===== config.mk =====
export PLATFORM = sky130hd
export DESIGN_NAME = pci_arbiter_flat
export DESIGN_NICKNAME = d
export VERILOG_FILES = /design/src/rtl/pci_arb_pkg.sv /design/src/rtl/pci_arbiter_if.sv /design/src/rtl/pci_arb_picker.sv /design/src/rtl/pci_arbiter.sv /design/src/flat_wrapper.sv
export SDC_FILE = /design/constraint.sdc
export NUM_CORES = 1
export LEC_CHECK = 0
export BUFFER_PORTS_ARGS = -buffer_cell sky130_fd_sc_hd__buf_2
export CORE_MARGIN = 10
export CORE_UTILIZATION = 40
export DETAILED_ROUTE_END_ITERATION = 6
export HOLD_SLACK_MARGIN = 0.08
export PLACE_DENSITY = 0.6
export SETUP_SLACK_MARGIN = 0.15
export SKIP_CTS_REPAIR_TIMING = 1
export SYNTH_ARGS = -nofsm -noshare
export SYNTH_HDL_FRONTEND = slang
export SYNTH_HIERARCHICAL = 1
export SYNTH_SLANG_ARGS = --single-unit

===== constraint.sdc =====
create_clock -name CLK -period 3.95 [get_ports CLK]
set_input_delay 0.395 -clock CLK [delete_from_list [all_inputs] [get_ports CLK]]
set_output_delay 0.395 -clock CLK [all_outputs]
set_load 0.005 [all_outputs]

===== src/rtl/pci_arb_pkg.sv =====
// Shared types and constants for the 8-master PCI bus arbiter.
// PARK_MASTER is consulted only when PCI_ARB_PARK_EN is defined.
package pci_arb_pkg;

   localparam int N_MASTERS       = 8;
   localparam int IDX_W           = 3;
   localparam int CNT_W           = 5;
   localparam int DEF_GNT_TIMEOUT = 16;
   localparam int PARK_MASTER     = 0;

   typedef enum logic [1:0] {
      ST_IDLE  = 2'd0,
      ST_GRANT = 2'd1,
      ST_OWNED = 2'd2,
      ST_TURN  = 2'd3
   } arb_state_e;

   typedef enum logic [1:0] {
      MODE_ROT     = 2'b00,
      MODE_FIX_LO  = 2'b01,
      MODE_FIX_HI  = 2'b10,
      MODE_ROT_ALT = 2'b11
   } arb_mode_e;

   // Active-low one-cold grant vector for a master index.
   function automatic logic [N_MASTERS-1:0] idx_to_gnt_n(input logic [IDX_W-1:0] idx);
      logic [N_MASTERS-1:0] g;
      g      = {N_MASTERS{1'b1}};
      g[idx] = 1'b0;
      return g;
   endfunction

endpackage


===== src/rtl/pci_arbiter_if.sv =====
// Request/grant and bus-observation signals between the arbiter and the masters.
// master modport = arbiter side, slave modport = master devices / bus side.
interface pci_arbiter_if;
   import pci_arb_pkg::*;

   logic [N_MASTERS-1:0] REQ_N;
   logic [1:0]           MODE;
   logic                 FRAME_N;
   logic                 IRDY_N;
   logic [N_MASTERS-1:0] GNT_N;
   logic [IDX_W-1:0]     GNT_IDX;
   logic                 GNT_VALID;
   logic                 BUS_IDLE;

   modport master (
      input  REQ_N, MODE, FRAME_N, IRDY_N,
      output GNT_N, GNT_IDX, GNT_VALID, BUS_IDLE
   );

   modport slave (
      output REQ_N, MODE, FRAME_N, IRDY_N,
      input  GNT_N, GNT_IDX, GNT_VALID, BUS_IDLE
   );

endinterface


===== src/rtl/pci_arb_picker.sv =====
// Combinational winner selection: rotating from a start pointer, or fixed
// priority with A (index 0) or H (index 7) highest.
module pci_arb_picker
   import pci_arb_pkg::*;
(
   input  logic [N_MASTERS-1:0] req_i,
   input  logic [IDX_W-1:0]     ptr_i,
   input  logic [1:0]           mode_i,
   output logic [IDX_W-1:0]     win_o,
   output logic                 found_o
);

   logic [IDX_W-1:0] cand_s;

   // Loops scan from lowest to highest priority so the last hit wins.
   always_comb begin
      win_o   = {IDX_W{1'b0}};
      found_o = 1'b0;
      cand_s  = {IDX_W{1'b0}};
      case (mode_i)
         MODE_FIX_LO: begin
            for (int i = N_MASTERS - 1; i >= 0; i--) begin
               if (req_i[i]) begin
                  win_o   = IDX_W'(i);
                  found_o = 1'b1;
               end else begin
                  found_o = found_o;
               end
            end
         end
         MODE_FIX_HI: begin
            for (int i = 0; i < N_MASTERS; i++) begin
               if (req_i[i]) begin
                  win_o   = IDX_W'(i);
                  found_o = 1'b1;
               end else begin
                  found_o = found_o;
               end
            end
         end
         default: begin
            for (int i = N_MASTERS - 1; i >= 0; i--) begin
               cand_s = ptr_i + IDX_W'(i);
               if (req_i[cand_s]) begin
                  win_o   = cand_s;
                  found_o = 1'b1;
               end else begin
                  found_o = found_o;
               end
            end
         end
      endcase
   end

endmodule


===== src/rtl/pci_arbiter.sv =====
// Central PCI bus arbiter: IDLE/GRANT/OWNED/TURN FSM, rotation pointer and
// dead-master timeout. Optional bus parking is enabled by PCI_ARB_PARK_EN.
module pci_arbiter
   import pci_arb_pkg::*;
#(
   parameter int GNT_TIMEOUT = DEF_GNT_TIMEOUT
)(
   input  logic          CLK,
   input  logic          RST_N,
   pci_arbiter_if.master bus
);

   arb_state_e           state_q, state_d;
   logic [IDX_W-1:0]     ptr_q, ptr_d;
   logic [CNT_W-1:0]     cnt_q, cnt_d;
   logic [N_MASTERS-1:0] gnt_n_q, gnt_n_d;
   logic [IDX_W-1:0]     gnt_idx_q, gnt_idx_d;
   logic                 gnt_valid_q, gnt_valid_d;
   logic                 bus_idle_q, bus_idle_d;

   logic [N_MASTERS-1:0] req_s;
   logic [IDX_W-1:0]     win_s;
   logic                 found_s;
   logic [CNT_W-1:0]     cnt_inc_s;
   logic                 timeout_s;

   assign req_s     = ~bus.REQ_N;
   assign cnt_inc_s = (cnt_q == {CNT_W{1'b1}}) ? cnt_q : cnt_q + 5'd1;
   assign timeout_s = (cnt_inc_s >= CNT_W'(GNT_TIMEOUT));

   pci_arb_picker u_picker (
      .req_i   (req_s),
      .ptr_i   (ptr_q),
      .mode_i  (bus.MODE),
      .win_o   (win_s),
      .found_o (found_s)
   );

   // State register and registered outputs; reset never keeps a grant.
   always_ff @(posedge CLK) begin
      if (!RST_N) begin
         state_q     <= ST_IDLE;
         ptr_q       <= 3'd0;
         cnt_q       <= 5'd0;
         gnt_n_q     <= 8'hFF;
         gnt_idx_q   <= 3'd0;
         gnt_valid_q <= 1'b0;
         bus_idle_q  <= 1'b1;
      end else begin
         state_q     <= state_d;
         ptr_q       <= ptr_d;
         cnt_q       <= cnt_d;
         gnt_n_q     <= gnt_n_d;
         gnt_idx_q   <= gnt_idx_d;
         gnt_valid_q <= gnt_valid_d;
         bus_idle_q  <= bus_idle_d;
      end
   end

   // Next-state and next-output logic.
   always_comb begin
      state_d    = state_q;
      ptr_d      = ptr_q;
      cnt_d      = cnt_q;
      gnt_n_d    = gnt_n_q;
      gnt_idx_d  = gnt_idx_q;
      bus_idle_d = bus.FRAME_N & bus.IRDY_N;
      case (state_q)
         ST_IDLE: begin
`ifdef PCI_ARB_PARK_EN
            if (gnt_valid_q) begin
               // Parked: the parked master may start without arbitrating.
               if (!bus.FRAME_N) begin
                  state_d = ST_OWNED;
               end else if (found_s && (win_s == IDX_W'(PARK_MASTER))) begin
                  cnt_d   = 5'd0;
                  state_d = ST_GRANT;
               end else if (found_s) begin
                  gnt_n_d = 8'hFF;
               end else begin
                  gnt_n_d = gnt_n_q;
               end
            end else if (found_s) begin
               gnt_n_d   = idx_to_gnt_n(win_s);
               gnt_idx_d = win_s;
               cnt_d     = 5'd0;
               state_d   = ST_GRANT;
            end else begin
               gnt_n_d   = idx_to_gnt_n(IDX_W'(PARK_MASTER));
               gnt_idx_d = IDX_W'(PARK_MASTER);
            end
`else
            if (found_s) begin
               gnt_n_d   = idx_to_gnt_n(win_s);
               gnt_idx_d = win_s;
               cnt_d     = 5'd0;
               state_d   = ST_GRANT;
            end else begin
               gnt_n_d = 8'hFF;
            end
`endif
         end
         ST_GRANT: begin
            cnt_d = cnt_inc_s;
            if (!bus.FRAME_N && bus.IRDY_N) begin
               state_d = ST_OWNED;
            end else if (!req_s[gnt_idx_q] || timeout_s) begin
               gnt_n_d = 8'hFF;
               state_d = ST_TURN;
            end else begin
               state_d = ST_GRANT;
            end
         end
         ST_OWNED: begin
            // Grant drops on the last data phase; bus is released once IRDY# also rises.
            if (bus.FRAME_N) begin
               gnt_n_d = 8'hFF;
            end else begin
               gnt_n_d = gnt_n_q;
            end
            if (bus.FRAME_N && bus.IRDY_N) begin
               state_d = ST_TURN;
            end else begin
               state_d = ST_OWNED;
            end
         end
         ST_TURN: begin
            gnt_n_d = 8'hFF;
            ptr_d   = gnt_idx_q + 3'd1;
            state_d = ST_IDLE;
         end
         default: begin
            gnt_n_d = 8'hFF;
            state_d = ST_IDLE;
         end
      endcase
      gnt_valid_d = ~(&gnt_n_d);
   end

   assign bus.GNT_N     = gnt_n_q;
   assign bus.GNT_IDX   = gnt_idx_q;
   assign bus.GNT_VALID = gnt_valid_q;
   assign bus.BUS_IDLE  = bus_idle_q;

endmodule


===== src/flat_wrapper.sv =====
// flat-port wrapper written by rule: the top's interface ports become plain ports
module pci_arbiter_flat import pci_arb_pkg::*;
#(
   parameter int GNT_TIMEOUT = DEF_GNT_TIMEOUT
)
  (CLK, RST_N, bus_REQ_N, bus_MODE, bus_FRAME_N, bus_IRDY_N, bus_GNT_N, bus_GNT_IDX, bus_GNT_VALID, bus_BUS_IDLE);
  pci_arbiter_if bus_i ();
  input  logic CLK;
  input  logic RST_N;
  input wire logic [$bits(bus_i.REQ_N)-1:0] bus_REQ_N;
  input wire logic [$bits(bus_i.MODE)-1:0] bus_MODE;
  input wire logic [$bits(bus_i.FRAME_N)-1:0] bus_FRAME_N;
  input wire logic [$bits(bus_i.IRDY_N)-1:0] bus_IRDY_N;
  output wire logic [$bits(bus_i.GNT_N)-1:0] bus_GNT_N;
  output wire logic [$bits(bus_i.GNT_IDX)-1:0] bus_GNT_IDX;
  output wire logic [$bits(bus_i.GNT_VALID)-1:0] bus_GNT_VALID;
  output wire logic [$bits(bus_i.BUS_IDLE)-1:0] bus_BUS_IDLE;
  assign bus_i.REQ_N = bus_REQ_N;
  assign bus_i.MODE = bus_MODE;
  assign bus_i.FRAME_N = bus_FRAME_N;
  assign bus_i.IRDY_N = bus_IRDY_N;
  assign bus_GNT_N = bus_i.GNT_N;
  assign bus_GNT_IDX = bus_i.GNT_IDX;
  assign bus_GNT_VALID = bus_i.GNT_VALID;
  assign bus_BUS_IDLE = bus_i.BUS_IDLE;
  pci_arbiter #(.GNT_TIMEOUT(GNT_TIMEOUT)) u_core (.CLK(CLK), .RST_N(RST_N), .bus(bus_i));
endmodule

==> After elaboration in Yosys (flattened, before gate mapping) <==
Index checks and enable logic that the tools add are counted.
{ "word_totals": {"regBits": 23, "latch_bits": 0, "ram_bits": 0, "mem_bits_ro": 0, "in_bits": 14, "out_inout_bits": 13, "word_cells": 132, "n_memories": 0} }
{ "classes": {"addsub": 9, "n_mul": 0, "div": 0, "order_cmp": 12, "eq_ne": 7, "shift": 0, "mux": 82, "bitwise": 4, "n_reduce_logical": 11} }
{ "ops": {"columns": ["operator", "count"], "rows": [
  ["$mux 3", 22],
  ["$lt 3x4->1 const B", 10],
  ["$mux 1", 36],
  ["$mux 8", 4],
  ["$pmux 8 s4", 1],
  ["$bmux 1 s3", 9],
  ["$not 8->8", 2],
  ["$add 3x3->3 const B", 4],
  ["$mux 5", 2],
  ["$pmux 5 s2", 1],
  ["$pmux 2 s4", 1],
  ["$reduce_and 8->1", 1],
  ["$add 3x1->3 const B", 2],
  ["$add 3x2->3 const B", 2],
  ["$eq 2x2->1 const B", 3],
  ["$mux 2", 3],
  ["$pmux 3 s2", 1],
  ["$add 5x1->5 const B", 1],
  ["$eq 5x5->1 const B", 1],
  ["$ge 5x5->1 const B", 1],
  ["$eq 2x1->1 const B", 2],
  ["$reduce_and 2->1", 2],
  ["$demux 1 s3", 1],
  ["$ge 3x1->1 const B", 1],
  ["other kinds (9)", 12]
]} }

==> Longest topological paths before layout <==
{ "depth": {"ltp_word": 21, "mapped_depth": 16, "ltp_nobuf": 13} }

==> Hierarchy <==
Netlist, hierarchy kept.
{ "by_module_without_submodules": {"columns": ["module", "instances", "cells_per_inst", "area_per_inst_um2", "seq_area_each_um2"], "rows": [
  ["pci_arbiter", 1, 142, 1211.2, 460.4],
  ["pci_arb_picker", 1, 129, 1002.2, 0.0]
]} }

==> Worst setup path before layout <==
OpenSTA, ideal clock, no wires.
{ "synth_timing": {"path_type": "flip-flop to flip-flop", "startpoint": "register u_core.ptr_q[0]", "endpoint": "register u_core.gnt_n_q[3] (netlist: u_core/bus.GNT_N[3])", "setup_ps": 119, "arrival_time_ps": 3478, "t_required_ps": 3831, "slack_ps": 353, "path_stages_with_launch": 17, "n_path_buf": 3, "synth_period_minus_slack_ps": 3597, "path_cell_list": "dfxtp_1 > buf_6 > buf_2 > inv_1 > ha_1 > clkbuf_1 > mux4_2 > or4_1 > o311a_1 > a41oi_2 > o21ai_2 > o21ai_2 > a31oi_1 > nor4b_2 > nand3_1 > a21oi_1 > o21ai_2"} }
{ "synth_via": {"elab_chain_len": 19, "elab_cells_between_ends": 49, "classes_between": "7 x add/sub; 2 x order compare; 38 x mux; 1 x bitwise; 1 x reduce/logical"} }
{ "synth_rtl": {"columns": ["element", "line_no", "source"], "rows": [
  ["start, declared", "pci_arbiter.sv:14", "logic [IDX_W-1:0] ptr_q, ptr_d;"],
  ["start signal, assigned", "pci_arbiter.sv:51", "ptr_q <= ptr_d;"],
  ["$add 3x3->3", "pci_arb_picker.sv:43", "cand_s = ptr_i + IDX_W'(i);"],
  ["$bmux 1 s3", "pci_arb_picker.sv:44", "if (req_i[cand_s]) begin"],
  ["$mux 1 (implied by the code)", "pci_arb_picker.sv:44", null],
  ["$mux 3 (7 in series)", "pci_arb_picker.sv:44", null],
  ["$mux 3 (*)", "pci_arb_picker.sv:44", null],
  ["$pmux 3 s2 (*)", "pci_arb_picker.sv:20", "case (mode_i)"],
  ["via u_core.win_s[2]", "pci_arbiter.sv:22", "logic [IDX_W-1:0] win_s;"],
  ["$lt 3x4->1 (implied by the code) / $ge 3x1->1 (equally long branches)", "pci_arb_pkg.sv:29", "g[idx] = 1'b0;"],
  ["$logic_and 1x1->1 (implied by the code)", "pci_arb_pkg.sv:29", null],
  ["$mux 1 (implied by the code)", "pci_arb_pkg.sv:29", null],
  ["$demux 1 s3 (*)", null, null],
  ["$not 8->8 (no line) (*)", null, null],
  ["$mux 8 (*)", "pci_arbiter.sv:93", "if (found_s) begin"],
  ["$pmux 8 s4 (*)", "pci_arbiter.sv:68", "case (state_q)"],
  ["end signal, assigned", "pci_arbiter.sv:53", "gnt_n_q <= gnt_n_d;"],
  ["end, declared", "pci_arbiter.sv:16", "logic [N_MASTERS-1:0] gnt_n_q, gnt_n_d;"]
]} }
Mark *: on every way through the listed nets, which the timed path passes. The rest lies on a longest branch. The select of a mux whose other input is x is not followed.
A chain may end at the register's enable or synchronous reset.

==> Worst setup path in the final report <==
{ "layout_timing": {"startpoint": "register u_core.ptr_q[1]", "endpoint": "register u_core.gnt_n_q[3] (netlist: u_core/bus.GNT_N[3])"} }
The elaborated chain is that of the path after synthesis.

==> impl_metrics.ini <==
[run_status]
outcome = finished clean

[synthesis]
yosysSeqAreaShare_pct = 20.8
async_reset_ff_share_pct = 0
synth_top_family_by_area = compound AO/OA/AOI/OAI gates
ys_ff_latch = 23
yosysTopAreaCell = dfxtp_1
synth_nets = 291
synth_ff_type = dfxtp_1
synth-xor-area-share_pct = 1.58
postSynthAreaPerCell_um2 = 8.17
ys_top_cells_by_area = dfxtp_1 21%, mux2i_1 9.0%, mux4_2 6.1%
netlist_area_um2 = 2210
yosysMostFrequentCell = a21oi_1
syn_inst = 271
synthTopCellsByCount = 26 x a21oi_1, 23 x dfxtp_1, 22 x nor2_1
synth_simple_gate_area_share_pct = 20.1
synth_cell_types = 57
synth_top_area_share_pct = 20.8
synth_edf_count = 0
synth_fa_ha_area_share_pct = 3.39
yosysWarnings = 6
synth_compound_area_share_pct = 23.9
yosys-mux-area-fraction_pct = 21.8

[finish]
antennaDiodeCount = 0
drive_gt1_share_pct = 21.3
fill_cells = 515
layout.nets = 303
syn_to_final_growth_pct = 7.74
final_cells = 354

[sta]
fin_skew_ps = 4.26
worst_slew_pin_slew_ps = 621
hold_viol_final = 0
achievable-frequency_ghz = 0.286
fin_hold_ws_ps = 337
fin_crit_sh_pct = 88.4
fin_setup_tns_ps = 0
rsz0062_at_grt = no
maxSlewViolCount = 0
layout_setup_ws_ps = 456
period_needed_ps = 3490
slew_headroom_pct = 58.6
finalSetupViolCount = 0

[clock_network]
clkLatencyLatePin_ps = 260
clk_pin_slew_ps = 80
cts_root_buffer = clkbuf_8
htree_levels = 1
cts_buffers = 3
cts_sinks = 23
clockBufferDepth = 2
cts_tree = built

[floorplan]
core_um2 = 5440
die_w_um = 94.4
die_h_um = 94.4
start_util_pct = 40.7
rows = 27
ios = 27
die_area_um2 = 8910

[placement]
placed_cells = 350
place_ws_ps = 503
dpl.hpwl_um = 4210
gp_congestion = 0.903
io_buffers = 26

[power]
power.density_nw_per_um2 = 292
swShare_pct = 37.3
finalPower_uw = 697
p_sw_uw = 260
ir_worst_vdd_v = 0.000205
internal_power_uw = 437
leakage_uw = 0.000937
p_clk_share_pct = 21.1
power_frac_seq_pct = 39.2
power_frac_comb_pct = 39.7

[worst_setup_path]
startpoint_type = flip-flop
cpMaxStageDelayCell = or4_1
cp_max_fo = 9
crit_top_cell = o21ai_2
critical_path_class = flip-flop to flip-flop
crit_arrival_ps = 3650
crit_buf_inv = 1
cp_top_family = simple AND/OR/NAND/NOR gates
required_ps = 4110
slowest_delay_ps = 490
crit_chain = inv_1 -> ha_1 -> mux4_2 -> or4_1 -> o311a_1 -> a41oi_2 -> o21ai_2 -> o21ai_2 -> a31oi_1 -> nor4b_2 -> nand3_1 -> a21oi_1 -> o21ai_2
cp-end-kind = flip-flop

[drt]
wl_per_cell_um = 15.9
postRouteAntennaNets = 0
wirelength_um = 5630
drtPass1Iterations = 5
vias = 2094
vias_per_cell = 5.92
drcViolationCount = 0
drtIter0Drc = 171

[global_route]
grt_usage_pct = 12.4
grt_start_max_net_pins = 19
grt_pass1_vias = 1942
antenna_found_initial = 0
grt_pass1_wl_um = 9300
grt.overflow.total = 0

[worst_hold_path]
hold_class = input port to flip-flop

[run]
drv_cap = 0
==> state kept, by name, indices dropped and copies added, names as in the netlist, named ones only <==
name                  count
u_core/bus.GNT_N          8
u_core/cnt_q              5
u_core/bus.BUS_IDLE       1
u_core/bus.GNT_VALID      1
u_core/bus.GNT_IDX        3
u_core/state_q            1
u_core/ptr_q              3
==> through the flow <==
step	util (%)	instance area [um^2]
detailed placement	43.0	2340
CTS	43.8	2380
floorplan	-	2210
global route	43.8	2380
global placement	43.0	2340
finish	43.8	2380
==> power by group through the flow <==
stage	Clock, uW	Sequential, uW	Combinational [uW]
after global routing	163	277	304
after CTS	152	273	273
after detailed placement	0	278	272
after global placement	0	279	271
final	147	273	277
after floorplan	0	263	231
==> cell families (layout without fill, tap and decap cells) <==
group | Yosys count | in the layout
simple gates | 84 | 84
compound gates | 77 | 77
buf+inv | 42 | 53
mux | 35 | 35
flops | 23 | 23
fa+ha+maj | 6 | 6
xor+xnor | 4 | 4
==> per-layer routing <==
metal	share of wire (%)	track usage (%)	vias up
li1	-	-	1021
met1	45	16.3	980
met2	48	20.7	83
met3	5.7	2.38	10
met4	0.69	1.90	0
met5	0	0	-
==> cell type report <==
cell class / instances / area, um^2 / area share [%]
inverter: 21 / 78.8 / 3.31
sequential: 23 / 460 / 19.3
timing repair buffer: 28 / 145 / 6.09
clock buffer: 4 / 45.0 / 1.89
multi-input combinational: 206 / 1570 / 65.6
tap: 72 / 90.1 / 3.78
==> path summary, 6_finish.rpt <==
| check | startpoint | to | slack, ps | depth (start not counted) |
|---|---|---|---|---|
| worst min-delay path | RST_N | u_core/bus.BUS_IDLE | 340 | 2 |
| worst max register to register | u_core/ptr_q[1] | u_core/bus.GNT_N[3] | 460 | 13 |
| worst min register to register | u_core/cnt_q[2] | u_core/cnt_q[2] | 490 | 1 |
| worst max-delay path | u_core/ptr_q[1] | u_core/bus.GNT_N[3] | 460 | 13 |
==> layout by cell type (no fill, tap or decap), types with 4 or more instances in the layout <==
master	instances
inv_1	20
o21ai_0	6
mux2i_1	20
o21ai_2	10
a31oi_1	4
nand2_1	18
nand3_1	6
nor2b_1	4
nand2b_1	12
nor2_1	22
dfxtp_1	23
a221oi_1	7
a21oi_1	26
mux4_2	6
buf_2	26
ha_1	6
mux2_2	6
Note: power is estimated with default switching activity, not from simulation.
